[config.mk]
export PLATFORM = sky130hd
export DESIGN_NAME = aqp_vmode_switch
export DESIGN_NICKNAME = d
export VERILOG_FILES = /design/src/rtl/aqp_vmode_switch_pkg.sv /design/src/rtl/aqp_sync2.sv /design/src/rtl/aqp_vmode_switch.sv
export SDC_FILE = /design/constraint.sdc
export NUM_CORES = 1
export LEC_CHECK = 0
export BUFFER_PORTS_ARGS = -buffer_cell sky130_fd_sc_hd__buf_2
export CAP_MARGIN = 20
export CORE_MARGIN = 4
export CORE_UTILIZATION = 50
export DETAILED_ROUTE_END_ITERATION = 8
export PLACE_DENSITY = 0.69
export SYNTH_ARGS = -nofsm -noshare
export SYNTH_HDL_FRONTEND = slang
export SYNTH_SLANG_ARGS = --single-unit
[constraint.sdc]
create_clock -name clk -period 1.88 [get_ports clk]
set_input_delay 0.376 -clock clk [delete_from_list [all_inputs] [get_ports clk]]
set_output_delay 0.376 -clock clk [all_outputs]
set_load 0.005 [all_outputs]
[src/rtl/aqp_vmode_switch_pkg.sv]
// Shared definitions for the video mode switch sequencer: state encoding,
// counter width and a helper to compute counter load values.
package aqp_vmode_switch_pkg;

  localparam int CNT_W = 20;

  typedef enum logic [2:0] {
    RESET_HOLD = 3'd0,
    IDLE       = 3'd1,
    WAIT_VSYNC = 3'd2,
    BLANK      = 3'd3,
    SWITCH     = 3'd4,
    SETTLE     = 3'd5,
    WAIT_LOCK  = 3'd6,
    RELEASE    = 3'd7
  } state_e;

  // A timed state that must last n cycles loads n-1 and leaves when the count reads 0.
  function automatic logic [CNT_W-1:0] cnt_load(input int unsigned n);
    return CNT_W'(n - 1);
  endfunction

endpackage

[src/rtl/aqp_sync2.sv]
// Two-flop synchroniser for a single asynchronous level, reset to 0.
module aqp_sync2 (
  input  logic clk,
  input  logic reset_n,
  input  logic d_i,
  output logic q_o
);

  logic meta_q;

  // Metastability filter: two back-to-back flops in the clk domain
  always_ff @(posedge clk or negedge reset_n) begin
    if (!reset_n) begin
      meta_q <= 1'b0;
      q_o    <= 1'b0;
    end else begin
      meta_q <= d_i;
      q_o    <= meta_q;
    end
  end

endmodule

[src/rtl/aqp_vmode_switch.sv]
// Video clock mux sequencer. Switches the BUFGMUX select at a frame boundary
// with video timing held in reset, waits for PLL lock when moving to the PLL
// clock, and falls back to mode 0 with a sticky error if lock never arrives.
//
//  state      | meaning
//  RESET_HOLD | post-reset settle, video held in reset
//  IDLE       | stable, watching for a mode request
//  WAIT_VSYNC | waiting for a frame boundary (or timeout)
//  BLANK      | video held in reset before the select changes
//  SWITCH     | select takes the target value (1 cycle)
//  SETTLE     | clock settling after the select change
//  WAIT_LOCK  | waiting for PLL lock (target mode 1 only)
//  RELEASE    | commit mode_cur, release video reset (1 cycle)
module aqp_vmode_switch
  import aqp_vmode_switch_pkg::*;
#(
  parameter int unsigned BLANK_CYCLES  = 16,
  parameter int unsigned SETTLE_CYCLES = 64,
  parameter int unsigned LOCK_TIMEOUT  = 65535,
  parameter int unsigned VSYNC_TIMEOUT = 1048575
) (
  input  logic clk,
  input  logic reset_n,
  input  logic mode_req,
  input  logic vsync_async,
  input  logic pll_locked_async,
  output logic video_mode,
  output logic video_rst,
  output logic busy,
  output logic mode_cur,
  output logic lock_err
);

  logic             vsync_s;
  logic             pll_locked_s;
  logic             vsync_prev_q;
  logic             vsync_rise;
  logic             cnt_zero;
  logic             start_req;
  state_e           state_q;
  logic [CNT_W-1:0] cnt_q;
  logic             target_q;
  logic             rearm_q;
  logic             video_mode_q;
  logic             video_rst_q;
  logic             busy_q;
  logic             mode_cur_q;
  logic             lock_err_q;

  aqp_sync2 u_sync_vsync (
    .clk     (clk),
    .reset_n (reset_n),
    .d_i     (vsync_async),
    .q_o     (vsync_s)
  );

  aqp_sync2 u_sync_lock (
    .clk     (clk),
    .reset_n (reset_n),
    .d_i     (pll_locked_async),
    .q_o     (pll_locked_s)
  );

  // Delayed copy of the synchronised vsync for rising-edge detection
  always_ff @(posedge clk or negedge reset_n) begin
    if (!reset_n) vsync_prev_q <= 1'b0;
    else          vsync_prev_q <= vsync_s;
  end

  assign vsync_rise = vsync_s & ~vsync_prev_q;
  assign cnt_zero   = (cnt_q == '0);

  // A request that timed out on lock is not retried until mode_req has been
  // seen low in IDLE (rearm_q), otherwise a held request would loop forever.
  assign start_req = (mode_req != mode_cur_q) && !(lock_err_q && mode_req && !rearm_q);

  // Sequencer FSM with the shared down-counter and all registered outputs
  always_ff @(posedge clk or negedge reset_n) begin
    if (!reset_n) begin
      state_q      <= RESET_HOLD;
      cnt_q        <= cnt_load(SETTLE_CYCLES);
      target_q     <= 1'b0;
      rearm_q      <= 1'b0;
      video_mode_q <= 1'b0;
      video_rst_q  <= 1'b1;
      busy_q       <= 1'b1;
      mode_cur_q   <= 1'b0;
      lock_err_q   <= 1'b0;
    end else begin
      if (!cnt_zero) cnt_q <= cnt_q - 1'b1;
      case (state_q)
        RESET_HOLD: begin
          if (cnt_zero) state_q <= RELEASE;
        end
        IDLE: begin
          if (!mode_req) rearm_q <= 1'b1;
          if (start_req) begin
            target_q   <= mode_req;
            lock_err_q <= 1'b0;
            busy_q     <= 1'b1;
            cnt_q      <= cnt_load(VSYNC_TIMEOUT);
            state_q    <= WAIT_VSYNC;
          end
        end
        WAIT_VSYNC: begin
          if (vsync_rise || cnt_zero) begin
            video_rst_q <= 1'b1;
            cnt_q       <= cnt_load(BLANK_CYCLES);
            state_q     <= BLANK;
          end
        end
        BLANK: begin
          if (cnt_zero) state_q <= SWITCH;
        end
        SWITCH: begin
          video_mode_q <= target_q;
          cnt_q        <= cnt_load(SETTLE_CYCLES);
          state_q      <= SETTLE;
        end
        SETTLE: begin
          if (cnt_zero) begin
            if (target_q) begin
              cnt_q   <= cnt_load(LOCK_TIMEOUT);
              state_q <= WAIT_LOCK;
            end else begin
              state_q <= RELEASE;
            end
          end
        end
        WAIT_LOCK: begin
          if (pll_locked_s) begin
            state_q <= RELEASE;
          end else if (cnt_zero) begin
            lock_err_q <= 1'b1;
            target_q   <= 1'b0;
            rearm_q    <= 1'b0;
            state_q    <= SWITCH;
          end
        end
        RELEASE: begin
          mode_cur_q  <= video_mode_q;
          video_rst_q <= 1'b0;
          busy_q      <= 1'b0;
          state_q     <= IDLE;
        end
        default: state_q <= RESET_HOLD;
      endcase
    end
  end

  assign video_mode = video_mode_q;
  assign video_rst  = video_rst_q;
  assign busy       = busy_q;
  assign mode_cur   = mode_cur_q;
  assign lock_err   = lock_err_q;

endmodule

==> results of run 1 <==
[synthesized netlist by cell type (4+ instances only)]
master and number:
nor2b_1 7, dfstp_2 8, nand2b_1 4, nor3_1 10, dfrtp_1 27, nand3_1 5
buf_6 4, nor2_1 14, o21ai_0 16, a21oi_1 14, xor2_1 6, inv_1 6
o21ai_1 4, nand2_1 15, xnor2_1 5
[final cells by class]
type,instances,area (um2),share of cell area [%]
clock buffer,5,68.82,2.663
clock inverter,3,67.56,2.615
tap,48,60.06,2.324
sequential,35,885.9,34.29
inverter,6,22.52,0.8717
multi-input combinational,152,1122,43.44
timing repair buffer,49,356.6,13.80
[worst max-delay path by stage]
stage	slack, ns	cells past startpoint	start	endpoint
CTS	-0.003	8	cnt_q[1]$_DFF_PN1_	cnt_q[3]$_DFF_PN1_
detailed placement	-0.09	7	cnt_q[0]$_DFF_PN1_	cnt_q[19]$_DFF_PN0_
global route	-0.09	5	cnt_q[13]$_DFF_PN0_	cnt_q[15]$_DFF_PN0_
finish	-0.008	7	cnt_q[1]$_DFF_PN1_	cnt_q[19]$_DFF_PN0_
floorplan	-0.02	9	cnt_q[0]$_DFF_PN1_	cnt_q[6]$_DFF_PN0_
global placement	0.02	5	cnt_q[7]$_DFF_PN0_	state_q[0]$_DFFE_PN0P_
[power by group through the flow]
stage | Clock (mW) | Combinational, mW | Sequential, mW
CTS | 0.822 | 0.0289 | 0.761
floorplan | 0 | 0.00592 | 0.775
global placement | 0 | 0.0277 | 0.775
global route | 0.857 | 0.0322 | 0.762
finish | 0.808 | 0.0276 | 0.761
detailed placement | 0 | 0.0288 | 0.775
[layer usage]
layer | part of all wire (%) | vias up | routed length [um]
met2 | 48 | 59 | 2351
met3 | 4.9 | 9 | 243
met1 | 46 | 860 | 2258
met4 | 1.5 | 0 | 73
li1 | - | 843 | -
met5 | 0 | - | 0
[timing repair]
item                       4_1_cts  5_1_grt
setup buffers                    2        4
gates cloned                     0        1
hold buffers                     0        0
pin swaps                        1        4
resized for setup                9       19
hold endpoints to repair         0        0
setup endpoints to repair       17       21
[metrics by stage]
stage	setup WS, ns	cells	power (mW)	utilization (%)
after global placement	0.02059	283	0.8025	61.23
final	-0.007993	298	1.597	69.02
after floorplan	-0.02140	204	0.7805	-
after CTS	-0.003057	293	1.612	66.28
after detailed placement	-0.08814	283	0.8039	61.23
after global routing	-0.09077	298	1.651	69.02
[kinds of logic (layout without fill, tap and decap cells)]
| group | Yosys count | after routing | synth area share (%) |
|---|---|---|---|
| flops | 35 | 35 | 44.64 |
| xor+xnor | 11 | 11 | 4.855 |
| buf+inv | 17 | 63 | 4.918 |
| compound gates | 58 | 58 | 18.92 |
| fa+ha+maj | 1 | 1 | 0.6304 |
| mux | 5 | 5 | 2.711 |
| simple gates | 77 | 77 | 23.33 |
==> metrics, run 1 <==
outcome complete, but fails checks; failing checks negative setup slack; Worst Setup Start Kind register; highest-count cells in the layout ignoring fill and taps buf_4 (37), dfrtp_1 (27), nand2_1 (13), nor2_1 (13); share of cells above drive strength 1 between 30% and 40%; Routed Antenna Nets 0; Main synth FF type dfrtp_1; Nets 255; Die ar. about 5000 um2; Setup WS post-layout -0.007993 ns; Pre-Repair DR Iteration Count 5; die height 71 um; ys async rst share 100.0%; most flop-heavy register cnt_q; GR Overflow Total 0; r2r worst-path depth 7; Global Route met2 Usage 32.34%; Yosys top cell area share 34.05%; antenna violations before repair 0; placed cell area 2292 um2; final period utilization 100.4%; commonest non-fill, non-tap cell in the layout buf_4; H-tree levels 2; # fillers 293; Horiz. Die Dim ~71 um; clk sinks 35; share of power burned in the clock network 50.6%; Setup Crit Path Kind register to register; GR Util All Layers 20.77%; RR Startpoint cnt_q[1]$_DFF_PN1_; internal power 1.294 mW; Yosys top cell by area dfrtp_1; combinational share of power 1.7%; TritonCTS clock tree yes; syn_area_per_cell 9.727 um2; required time of the critical path 2.08 ns; top cells by area, synth dfrtp_1 (34%), dfstp_2 (11%), o21ai_0 (4.0%), a21oi_1 (3.5%), nor4_4 (3.2%); vias per inst 5.943; Slew @ Worst Pin 0.7569 ns; Ys Warns 0; most used routing layer in global routing met2; Placer Congestion 0.9139; CP max FO 7; clock root buffer clkbuf_8; Synth Register Bits 35; Setup TNS Final -0.007993 ns; CP bufs+invs 2; n_diodes 0; Cell Chain, Critical Path inv_2, ha_4, nor3b_4, and2_4, a311o_1, buf_6, o31ai_4; Sw Pwr 302.6 uW; delay-heaviest family, CP flip-flops; unrepaired setup endpoints after global routing yes; Hold Fails Final Rpt 0; Max Clock Freq approximately 0.53 GHz; type of the worst min-delay path primary input to asynchronous set/reset pin; Setup-failing EPs final 1; Routed Wire Length 4.927 mm; CTS Buffer Depth 2; worst vdd ir 0.0005134 V; # DRC 0; Seq pwr share 47.7%; Cells after Synth ~200; Ports 10; area grow syn2layout 30.20%; sw frac 18.95%; Initial Util 53.01%; largest net degree at the start of global routing 36; cts bufs inserted 5; PortBufs 9; r2r endpoint cnt_q[19]$_DFF_PN0_; flop-to-flop setup slack -0.008 ns; Avg WL per Cell 16.53 um; clock-pin slew on the worst setup and hold paths 0.08 ns; crit end category register; global-route wire length before repair between 8 and 9 mm; vias in the first global route 1745; placement row count 22; CP arrival around 2.1 ns; clk_lat worst skew slightly below 0.3 ns; cell area after layout 2584 um2; CORE AREA 3744 um2; Yosys cell types 53; vias 1771; biggest regs cnt_q: 20 flops, state_q: 3 flops; Mapped Area 1984 um2; GR Util met1 between 20% and 30%; Seq/Total Area, Yosys 44.64%; max cap viols 0; Synth Net Count 210; Slowest cell on crit path dfstp_2; Pwr per Cell Area 618.1 nW/um2; post-DP HPWL around 3.4 mm; Iteration-0 DRC Markers roughly 150; Pins Over Slew Limit 0; WHS 0.1470 ns; Largest register FFs 20; minimum clock period approximately 1.9 ns; number of synthesized flops with an enable pin 0; P_leak 1.083 nW; CP peak stage delay 0.57 ns; Slew HR approximately 50%; Layout Skew 0.009124 ns; met3 usage 3.693%
Power figures use the tool's default switching activity.
==> run 2: changes to the inputs <==
--- a/config.mk
+++ b/config.mk
@@ -10,7 +10,8 @@
 export CORE_MARGIN = 4
 export CORE_UTILIZATION = 50
 export DETAILED_ROUTE_END_ITERATION = 8
-export PLACE_DENSITY = 0.69
+export PLACE_DENSITY = 0.74
+export RECOVER_POWER = 50
 export SYNTH_ARGS = -nofsm -noshare
 export SYNTH_HDL_FRONTEND = slang
 export SYNTH_SLANG_ARGS = --single-unit
==> run 2 against run 1 <==
- largest cell class unchanged
- fmax decreased by 1.7%
- non-clock buffer count decreased by 2
- sequential share of layout area increased by 1.3 points
- clock skew about the same
- critical path type unchanged
- highest routed layer unchanged
- setup slack got worse by 0.032 ns
- the flow still finishes with violations (negative setup slack)
==> metrics, run 2 (same netlist as run 1, synthesis figures left out) <==
share of cells above drive strength 1 37.10% (-2.1 points); Slew @ Worst Pin 0.8694 ns (+0.1125 ns); # fillers 310 (+5.8%); Largest register FFs 20 (unchanged); vias 1697 (-4.2%); combinational share of power 1.9% (+0.2 points); # DRC 0 (unchanged); delay-heaviest family, CP simple AND/OR/NAND/NOR gates; vias per inst 5.733 (-3.5%); most flop-heavy register cnt_q; area grow syn2layout 25.54%; Nets 253 (-0.78%); max cap viols 0 (unchanged); antenna violations before repair 0 (unchanged); CP arrival 2.07 ns (-0.02 ns); flop-to-flop setup slack -0.04 ns (-0.03 ns); Slew HR 42.04% (-7.5 points); vias in the first global route 1648 (-5.6%); share of power burned in the clock network 39.8% (-11 points); clk sinks 35 (unchanged); Horiz. Die Dim 71 um (unchanged); CP bufs+invs 1 (-1); Routed Antenna Nets 0 (unchanged); crit end category register; final period utilization 102.1% (+1.7 points); Pins Over Slew Limit 0 (unchanged); Hold Fails Final Rpt 0 (unchanged); Seq pwr share 58.3% (+11 points); Pre-Repair DR Iteration Count 4 (-1); worst vdd ir 0.0006334 V (+23%); CP max FO 8 (+1); Max Clock Freq 0.5207 GHz (-1.7%); H-tree levels 2 (unchanged); Worst Setup Start Kind register; outcome complete, but fails checks; minimum clock period 1.920 ns (+0.03240 ns); commonest non-fill, non-tap cell in the layout buf_4; clk_lat worst skew 0.29 ns (about the same); TritonCTS clock tree yes; Routed Wire Length 4.695 mm (-4.7%); GR Overflow Total 0 (unchanged); CP peak stage delay 0.42 ns (-0.15 ns); Layout Skew 0.009440 ns (+0.0003163 ns); highest-count cells in the layout ignoring fill and taps buf_4 (36), dfrtp_1 (27), nand2_1 (13), nor2_1 (13), a21oi_1 (12); Setup WS post-layout -0.04039 ns (-0.03240 ns); type of the worst min-delay path primary input to asynchronous set/reset pin; unrepaired setup endpoints after global routing yes; cell area after layout 2491 um2 (-3.6%); # hold bufs at CTS 0 (unchanged); Pwr per Cell Area 524.5 nW/um2 (-15%); sw frac 21.59% (+2.6 points); PortBufs 9 (unchanged); Setup-failing EPs final 2 (+1); P_leak 1.023 nW (-5.5%); placement row count 22 (unchanged); Slowest cell on crit path dfrtp_1; Iteration-0 DRC Markers 127 (-14%); Setup Crit Path Kind register to register; Placer Congestion 0.8416 (-7.9%); Die ar. 5041 um2 (unchanged); internal power 1.024 mW (-21%); biggest regs cnt_q: 20 flops, state_q: 3 flops; required time of the critical path 2.03 ns (-0.05 ns); Initial Util 53.01% (unchanged); GR Util All Layers 19.26% (-1.5 points); CORE AREA 3744 um2 (unchanged); CTS Buffer Depth 2 (unchanged); n_diodes 0 (unchanged); clock root buffer clkbuf_8; clock-pin slew on the worst setup and hold paths 0.07 ns (about the same); placed cell area 2292 um2 (unchanged); post-DP HPWL 3.267 mm (-5.0%); cts bufs inserted 5 (unchanged); global-route wire length before repair 7.707 mm (-7.8%); Cell Chain, Critical Path nor4_4, buf_4, and4_4, nand2_2, a221o_1, o311ai_0; Avg WL per Cell 15.86 um (-4.1%); die height 71 um (unchanged); Sw Pwr 282.1 uW (-6.8%); largest net degree at the start of global routing 36 (unchanged); Ports 10 (unchanged); failing checks negative setup slack; WHS 0.1949 ns (+0.04789 ns)
[run 2: changes by cell type in the layout (fill, tap and decap cells not counted), sizes merged]
cell and change:
clkbuf +3, clkinvlp -1, buf -3, bufinv -2, clkinv +1
[run 2: metrics by stage]
step                      power [mW]  setup TNS (ns)  utilization (%)  instances  setup slack (ns)
final                          1.307        -0.04269            66.54        296          -0.04039
after global routing           1.365         -0.6720            66.54        296          -0.08900
after CTS                      1.323               0            63.80        291          0.001583
after detailed placement      0.8017        -0.09311            61.23        283          -0.05243
after global placement        0.8010               0            61.23        283          0.001706
after floorplan               0.7805         -0.2295                -        204          -0.02140
[run 2: path summary, 6_finish.rpt]
| path | from | to | cells after the start |
|---|---|---|---|
| max | cnt_q[7]$_DFF_PN0_ | state_q[0]$_DFFE_PN0P_ | 6 |
| min | reset_n | cnt_q[17]$_DFF_PN0_ | 1 |
| max reg2reg | cnt_q[7]$_DFF_PN0_ | state_q[0]$_DFFE_PN0P_ | 6 |
| min reg2reg | u_sync_vsync.meta_q$_DFF_PN0_ | u_sync_vsync.q_o$_DFF_PN0_ | 0 |
| max in group asynchronous | reset_n | state_q[2]$_DFFE_PN0P_ | 1 |
| min in group clk | pll_locked_async | u_sync_lock.meta_q$_DFF_PN0_ | 1 |
[run 2: timing repair]
action,CTS,global route
pin swaps,0,3
gates resized for setup,5,18
buffers inserted,0,5
setup endpoints to repair,4,23
[run 2: area by class of cell]
cell class              instances  area [um2]  share of cell area (%)
clock buffers                   7       76.32                   3.064
inverters                       6       22.52                  0.9041
repair buffers                 47       337.8                   13.56
multi-input cells             152        1104                   44.30
well taps                      48       60.06                   2.411
flip-flops and latches         35       885.9                   35.56
clock inverters                 1       5.005                  0.2009
[run 2: power by group through the flow]
stage	Sequential (mW)	Clock [mW]	Combinational (mW)
2_1_floorplan	0.775	0	0.00592
3_3_place_gp	0.775	0	0.0261
3_5_place_dp	0.775	0	0.0266
4_1_cts	0.761	0.534	0.0268
5_1_grt	0.762	0.574	0.0296
6_report	0.762	0.519	0.0255
[run 2: routing by layer]
metal	wire length (um)	up-vias	global-route usage, %
met1	2125	817	25.60
met3	181	8	3.267
met5	0	-	0
met4	75	0	8.142
li1	-	828	-
met2	2313	44	31.00
